===== config.mk =====
export PLATFORM = sky130hd
export DESIGN_NAME = dmem_store_buffer
export DESIGN_NICKNAME = d
export VERILOG_FILES = /design/src/rtl/dmem_store_buffer.sv
export SDC_FILE = /design/constraint.sdc
export NUM_CORES = 1
export LEC_CHECK = 0
export CAP_MARGIN = 30
export CORE_MARGIN = 3
export CORE_UTILIZATION = 40
export DETAILED_ROUTE_END_ITERATION = 10
export SYNTH_ARGS = -nofsm -noshare
export SYNTH_HDL_FRONTEND = slang
export SYNTH_SLANG_ARGS = --single-unit
export TNS_END_PERCENT = 100

===== constraint.sdc =====
create_clock -name clka -period 11.8 [get_ports clka]
set_clock_uncertainty 0.1 [all_clocks]
set_input_delay 3.54 -clock clka [delete_from_list [all_inputs] [get_ports clka]]
set_output_delay 3.54 -clock clka [all_outputs]
set_load 0.005 [all_outputs]

===== src/rtl/dmem_store_buffer.sv =====
// Data-memory stage controller: an in-order store buffer with load forwarding in front
// of a req/ack data RAM. Load misses stall the core until the RAM read completes.
module dmem_store_buffer #(
   parameter int WBUF_DEPTH = 4
) (
   input  logic        clka,
   input  logic        rst,
   input  logic        cpu_memread,
   input  logic        cpu_memwrite,
   input  logic [31:0] cpu_addr,
   input  logic [31:0] cpu_wdata,
   output logic [31:0] cpu_rdata,
   output logic        cpu_stall,
   output logic        wbuf_empty,
   output logic        ram_req,
   output logic        ram_we,
   output logic [29:0] ram_addr,
   output logic [31:0] ram_wdata,
   input  logic [31:0] ram_rdata,
   input  logic        ram_ack
);
   localparam int PW = $clog2(WBUF_DEPTH);
   localparam int CW = PW + 1;

   typedef enum logic [1:0] {ST_IDLE, ST_DRAIN, ST_LOAD} state_t;

   state_t                state_q;
   logic [29:0]           addr_mem_q [WBUF_DEPTH];
   logic [31:0]           data_mem_q [WBUF_DEPTH];
   logic [PW-1:0]         head_q;
   logic [PW-1:0]         tail_q;
   logic [CW-1:0]         count_q;
   logic [CW-1:0]         count_d;
   logic                  ram_req_q;
   logic                  ram_we_q;
   logic [29:0]           ram_addr_q;
   logic [31:0]           ram_wdata_q;
   logic                  wbuf_empty_q;

   logic [29:0]           cpu_word;
   logic                  full;
   logic                  do_store;
   logic                  do_load;
   logic                  drain_ack;
   logic                  load_miss;
   logic                  load_done;
   logic [WBUF_DEPTH-1:0] entry_hit;
   logic                  fwd_hit;
   logic [31:0]           fwd_data;
   logic [PW-1:0]         fwd_idx;
   logic                  unused_addr_lsbs;

   assign cpu_word         = cpu_addr[31:2];
   assign unused_addr_lsbs = ^cpu_addr[1:0];
   assign full             = (count_q == CW'(WBUF_DEPTH));
   assign do_store         = cpu_memwrite & ~full;
   assign do_load          = cpu_memread & ~cpu_memwrite;
   assign drain_ack        = (state_q == ST_DRAIN) & ram_ack;
   assign load_done        = (state_q == ST_LOAD) & ram_ack;
   assign count_d          = count_q + CW'(do_store) - CW'(drain_ack);

   // An entry is live when its distance from head is below the occupancy count.
   genvar gi;
   generate
      for (gi = 0; gi < WBUF_DEPTH; gi++) begin : g_entry
         logic [PW-1:0] age;
         assign age           = PW'(gi) - head_q;
         assign entry_hit[gi] = ({1'b0, age} < count_q) && (addr_mem_q[gi] == cpu_word);
      end
   endgenerate

   // Walk oldest to youngest so the youngest matching store wins.
   always_comb begin
      fwd_hit  = 1'b0;
      fwd_data = '0;
      fwd_idx  = head_q;
      for (int i = 0; i < WBUF_DEPTH; i++) begin
         fwd_idx = head_q + PW'(i);
         if (entry_hit[fwd_idx]) begin
            fwd_hit  = 1'b1;
            fwd_data = data_mem_q[fwd_idx];
         end
      end
   end

   assign load_miss = do_load & ~fwd_hit;
   assign cpu_stall = ~rst & ((cpu_memwrite & full) | (load_miss & ~load_done));

   always_comb begin
      cpu_rdata = '0;
      if (~rst & do_load) begin
         if (fwd_hit) begin
            cpu_rdata = fwd_data;
         end else if (load_done) begin
            cpu_rdata = ram_rdata;
         end
      end
   end

   always_ff @(posedge clka) begin
      if (do_store) begin
         addr_mem_q[tail_q] <= cpu_word;
         data_mem_q[tail_q] <= cpu_wdata;
      end
   end

   always_ff @(posedge clka) begin
      if (rst) begin
         state_q      <= ST_IDLE;
         head_q       <= '0;
         tail_q       <= '0;
         count_q      <= '0;
         wbuf_empty_q <= 1'b1;
         ram_req_q    <= 1'b0;
         ram_we_q     <= 1'b0;
         ram_addr_q   <= '0;
         ram_wdata_q  <= '0;
      end else begin
         if (do_store) begin
            tail_q <= tail_q + PW'(1);
         end
         if (drain_ack) begin
            head_q <= head_q + PW'(1);
         end
         count_q      <= count_d;
         wbuf_empty_q <= (count_d == '0);
         case (state_q)
            ST_IDLE: begin
               // A buffered store to the same word would have hit, so reads may bypass drains.
               if (load_miss) begin
                  state_q    <= ST_LOAD;
                  ram_req_q  <= 1'b1;
                  ram_we_q   <= 1'b0;
                  ram_addr_q <= cpu_word;
               end else if (count_q != '0) begin
                  state_q     <= ST_DRAIN;
                  ram_req_q   <= 1'b1;
                  ram_we_q    <= 1'b1;
                  ram_addr_q  <= addr_mem_q[head_q];
                  ram_wdata_q <= data_mem_q[head_q];
               end
            end
            ST_DRAIN: begin
               if (ram_ack) begin
                  state_q   <= ST_IDLE;
                  ram_req_q <= 1'b0;
                  ram_we_q  <= 1'b0;
               end
            end
            ST_LOAD: begin
               if (ram_ack) begin
                  state_q   <= ST_IDLE;
                  ram_req_q <= 1'b0;
               end
            end
            default: begin
               state_q   <= ST_IDLE;
               ram_req_q <= 1'b0;
               ram_we_q  <= 1'b0;
            end
         endcase
      end
   end

   assign wbuf_empty = wbuf_empty_q;
   assign ram_req    = ram_req_q;
   assign ram_we     = ram_we_q;
   assign ram_addr   = ram_addr_q;
   assign ram_wdata  = ram_wdata_q;

endmodule


# Word-level counts from Yosys, hierarchy flattened
# Memories as Yosys holds them, arrays and structs flattened. A register that Yosys moved wholly into a read port is not among the register bits.
# Cells that the tools add are included.
[totals]
regBits = 74
mem_count = 2
in_bits = 101
ramBits = 248
output_inout_bits = 98
wordCells = 106
[classes]
n_bitwise = 17
n_lt_le_gt_ge = 8
n_reduce_logical = 13
eq_ne = 10
n_mux = 37
add_sub_neg = 10
[mem_list]
columns = ["memory", "words", "word_bits", "rd", "rd_ports_with_merged_regs", "write_ports", "line_no", "text"]
rows = [
  ["data_mem_q", 4, 32, 4, 1, 1, "29", "logic [31:0] data_mem_q [WBUF_DEPTH];"],
  ["addr_mem_q", 4, 30, 5, 1, 1, "28", "logic [29:0] addr_mem_q [WBUF_DEPTH];"],
]
[op_table]
columns = ["cell", "n"]
rows = [
  ["32-bit two-way mux", 7],
  ["30-bit equality test", 4],
  ["30-bit two-way mux", 2],
  ["1-bit two-way mux", 14],
  ["2-bit two-way mux", 7],
  ["2-bit by 3-bit less-than comparator with 1-bit output", 4],
  ["2-bit by 3-bit less-than comparator with 1-bit output (second input constant)", 4],
  ["1-bit bitwise AND", 9],
  ["1-bit binary-select mux with 2-bit select", 4],
  ["1-bit inverter", 7],
  ["3-bit AND reduction", 2],
  ["2-bit by 1-bit adder with 2-bit output (second input constant)", 2],
  ["2-bit adder (second input constant)", 2],
  ["1-bit logical AND", 4],
  ["2-bit one-hot mux with 2 select lines", 1],
  ["2-bit AND reduction", 2],
  ["1-bit by 2-bit subtractor with 2-bit output (first input constant)", 2],
  ["2-bit subtractor (first input constant)", 2],
  ["3-bit by 1-bit adder with 3-bit output", 1],
  ["3-bit equality test (second input constant)", 1],
  ["3-bit zero test", 1],
  ["3-bit inequality test (second input constant)", 1],
  ["1-bit one-hot mux with 3 select lines", 1],
  ["3-bit nonzero test", 1],
  ["other kinds (10)", 10],
]

# Depth between registers and ports, before layout
[logic_depth]
word_depth = 14
depth_mapped = 17
ltp_nobuf = 13

# Worst setup path after synthesis
# Ideal clock, no wire load.
[synth_path]
kind = "input port to output port"
startpoint = "input port cpu_addr[11]"
endpoint = "output port cpu_rdata[12]"
path_buffers = 3
arrival_ns = 5.778
setup_slack_ns = 2.382
required_ns = 8.160
stages = 12
path_cell_list = "buf_2 > xor2_1 > nor4_1 > nand4_1 > a2111oi_4 > a22o_1 > nor2_1 > buf_6 > buf_6 > nor3b_1 > o32ai_1 > a32o_1"
[synth_via]
elab_chain_cells = 10
elab_cells_between_ends = 26
cone_classes = "eq/ne: 4; mux: 18; reduce/logical: 4"
[synth_lines]
columns = ["element", "line_no", "text"]
rows = [
  ["start, declared", "10", "input logic [31:0] cpu_addr,"],
  ["30-bit equality test", "68", "assign entry_hit[gi] = ({1'b0, age} < count_q) && (addr_mem_q[gi] == cpu_word);"],
  ["1-bit logical AND", "68", ""],
  ["1-bit binary-select mux with 2-bit select", "79", "if (entry_hit[fwd_idx]) begin"],
  ["1-bit two-way mux (not written as such)", "79", ""],
  ["32-bit two-way mux / 1-bit two-way mux (equally long branches) (4 in series)", "79", ""],
  ["32-bit two-way mux (*)", "92", "if (fwd_hit) begin"],
  ["32-bit two-way mux (*)", "91", "if (~rst & do_load) begin"],
  ["end, declared", "12", "output logic [31:0] cpu_rdata,"],
]
# Mark *: on every way between the ends. The rest lies on a longest branch, timed or not. The select of a mux whose other input is x is not followed.

# Final worst setup path
[layout_path]
startpoint = "input port cpu_addr[2]"
endpoint = "output port cpu_rdata[30]"
# Same word-level chain as after synthesis.

==> results_dict.tcl <==
set metrics [dict create \
    grt_first_pass_wirelength_um 74100 \
    postSynthRegisterBits 324 \
    yosys-mux-area-fraction_pct 19.9 \
    holdBufCountCts 0 \
    yosysWarningCount 0 \
    detailed_place_hpwl_um 31500 \
    post_cts_resize_count 0 \
    via_count 11900 \
    synth_top_family_by_area "multiplexers" \
    route.antenna.remaining_nets 0 \
    tns_ns 0 \
    initial_antenna_violation_count 4 \
    critical_path.n_buffers_inverters 3 \
    tritoncts "built" \
    drc 0 \
    syn-num-nets 1453 \
    timing_max_transition_violations_final 0 \
    grt_max_degree 77 \
    critPathCaptureType "output pin" \
    synth_top_flop_cell "edfxtp_1" \
    insertion_delay_ns 0.54 \
    clock.fmax_mhz 86.9 \
    post-route-period-util_pct 97.5 \
    grt_use_met3_pct 3.95 \
    layout.nets 1593 \
    ordered_list_of_cells_on_the_worst_path "clkdlybuf4s50_1, xor2_1, nor4_1, nand4_1, a2111oi_4, nand3b_1, nand4_4, buf_4, a22oi_1, a21o_1, a21oi_1, clkdlybuf4s50_1" \
    floorplan.die_area_um2 46700 \
    timing.max_slew.rel_slack_pct 35.6 \
    leakagePower_uw 0.00687 \
    postSynthAreaPerCell_um2 13.2 \
    initial_core_utilization_pct 40.7 \
    cts_setup_buffers 0 \
    grt_most_used_layer "met2" \
    worst-slew-pin-transition_ns 0.964 \
    post_drt_via_cell_ratio 5.67 \
    ys_seq_area_share_pct 50.8 \
    routabilityCongestion 0.815 \
    clock-root-buffer "clkbuf_16" \
    fraction_of_final_layout_cells_sized_beyond_drive_strength_1_pct 18.5 \
    starting_drc_count_in_detailed_routing 842 \
    hp-class "register to register" \
    synth_simple_gate_area_share_pct 7.76 \
    timing.critical_path.max_delay_family "buffers and inverters" \
    worst-endpoint-arrival_ns 7.86 \
    syn_inst 1338 \
    first_global_vias 12100 \
    area_fraction_in_compound_gates_after_synthesis_pct 10.3 \
    gr-usage-met2_pct 36.3 \
    gr-usage-all-layers_pct 20.6 \
    powerDensity_nw_per_um2 182 \
    max_cap_viol_count 0 \
    post-route-min-period_ns 11.50 \
    die_height_um 216 \
    timing.critical_path.fanout_max 24 \
    fp-row-count 76 \
    setup_viol 0 \
    netlist_area_um2 17700 \
    final_critical_path_setup_slack_ns 0.299 \
    place.port_buffers 196 \
    drt-wirelength-per-cell_um 23.3 \
    async_reset_ff_share_pct 0 \
    required_ns 8.16 \
    critPathSlowestCell "clkdlybuf4s50_1" \
    path_class "input pin to output pin" \
    synth_adder_area_share_pct 1.03 \
    setup.worst_path.start_class "input pin" \
    chipWidth_um 216 \
    report.final.hold_viol_count 0 \
    fp.coreArea_um2 43400 \
    finalWirelength_um 48900 \
    yosys.area_share.xor_xnor_pct 6.20 \
    clkTransAtPathRegs_ns 0.06 \
    ir_worst_vdd_uv 124 \
    critPathMostFrequentCell "clkdlybuf4s50_1" \
    htreeDepth 2 \
    grt_remaining_overflow 0 \
    status "finished clean" \
    syn_to_final_growth_pct 20.7 \
    met1_usage_in_global_routing_pct 26.3 \
    placement.setup.worst_slack_ns 0.317 \
    top_level_ports 199 \
    detail_route.first_pass.iterations 5 \
    whs_ns 0.354 \
    cts_inserted_buffers 38 \
    ys_types 55 \
    delay_contributed_by_the_slowest_stage_of_the_critical_path_ns 0.62 \
    max-clock-path-buffers 3 \
    cts.sink_count 324 \
    unrepaired_setup_endpoints_after_global_routing "no" \
    synth_enable_flop_cells 248 \
]
-- path summary, 6_finish.rpt --
check / from / to / slack, ns / cells after the start
hold / removal: ram_wdata[19]$_SDFFE_PP0P_ / ram_wdata[19]$_SDFFE_PP0P_ / 0.35 / 2
setup reg to reg: head_q[1]$_SDFFE_PP0P_ / ram_wdata[16]$_SDFFE_PP0P_ / 7.03 / 14
setup / recovery: cpu_addr[2] / cpu_rdata[30] / 0.30 / 12
hold reg to reg: ram_wdata[19]$_SDFFE_PP0P_ / ram_wdata[19]$_SDFFE_PP0P_ / 0.35 / 2
-- routing by layer --
layer  vias to the layer above  wire, um
met5                         -        34
met4                         6       799
met3                        61      3150
met2                       378     24500
met1                      5977     20400
li1                       5444         -
-- worst reg2reg max path, delay by kind of cell, from the launching register on --
| family | cells | cell delay [ns] |
|---|---|---|
| AND/OR/NAND/NOR | 7 | 1.37 |
| buffers and inverters | 3 | 1.28 |
| AO/OA/AOI/OAI | 3 | 0.89 |
| flip-flops | 1 | 0.85 |
| adder cells (fa/ha/maj) | 1 | 0.20 |
-- sequential cells by signal (all words and copies together) (netlist names), 2 cells and up, named ones only --
signal,count
state_q,2
tail_q,2
ram_addr,30
count_q,3
head_q,2
data_mem_q,128
ram_wdata,32
addr_mem_q,120
-- synth_stat cells (3+ instances only) --
cell	n	share of area, %
nor3b_2	5	0.35
ha_1	13	0.92
clkbuf_2	3	0.085
nand4_1	7	0.25
inv_1	16	0.34
a21oi_1	72	2.0
dfxtp_1	76	8.6
nor4_1	22	0.78
clkbuf_1	58	1.2
mux4_2	111	14
and2_1	6	0.21
nor3_1	5	0.14
mux2_2	48	3.1
xnor2_1	21	1.0
a2111oi_4	3	0.47
buf_6	12	0.77
a21o_1	16	0.68
xor2_1	104	5.2
o31ai_1	16	0.68
buf_2	39	1.1
o21ai_0	30	0.85
nand3_1	6	0.17
o32ai_2	3	0.28
o32ai_1	13	0.64
a32o_1	16	0.91
a22oi_1	17	0.72
nor3b_1	27	1.1
nor2_1	83	1.8
a221o_1	16	0.91
buf_1	9	0.19
nand2_1	100	2.1
edfxtp_1	248	42
a211oi_1	32	1.4
buf_4	9	0.38
mux2i_1	47	2.7
nand3b_1	5	0.21
-- per-stage QoR --
step           power [uW]  area (um^2)  util, %  instances
2_1_floorplan        2230        17700        -       1338
3_3_place_gp         2690        20000     46.1       2021
3_5_place_dp         2710        20000     46.2       2023
4_1_cts              3920        21300     49.1       2092
5_1_grt              4080        21300     49.2       2093
6_report             3870        21300     49.2       2093
-- report_power, final --
group	internal, uW	leakage, uW	switching, uW	total [uW]
Sequential	1440	0.00290	142	1580
Clock	740	0.000631	467	1210
Combinational	526	0.00334	559	1090
Total	2700	0.00687	1170	3870
-- placed cells by master, fill, tap and decap left out, drive strengths merged, types with 2 or more instances in the layout --
cell	count
clkbuf	54
mux2i	47
nand3b	5
edfxtp	248
nor4	24
xnor2	21
a32o	16
o31ai	16
bufinv	4
dfxtp	76
nor2b	2
nand2	100
a221o	16
a22o	3
a21oi	73
inv	16
mux2	48
o21ai	32
nor3	5
nand4	8
ha	13
mux4	111
clkinv	11
a21o	16
a211oi	32
o32ai	16
nor3b	32
a2111oi	4
clkdlybuf4s50	195
xor2	104
buf	35
nor2	83
a22oi	17
a21boi	2
and2	6
nand3	6
-- kinds of logic (layout without fill, tap and decap cells) --
logic type	count (synthesis)	in the layout
other cells	0	1
buf+inv	146	315
fa+ha+maj	14	14
compound gates	248	248
mux	206	206
xor+xnor	125	125
simple gates	275	275
flops	324	324
-- area by class of cell --
type	instances	area (um^2)
flip-flops and latches	324	8980
multi-input cells	868	8000
inverters	16	60.1
clock buffers	54	1100
well taps	585	732
clock inverters	15	175
repair buffers	230	2260
diodes	1	2.50
fillers	3863	22000
Note: power is estimated with default switching activity, not from simulation.
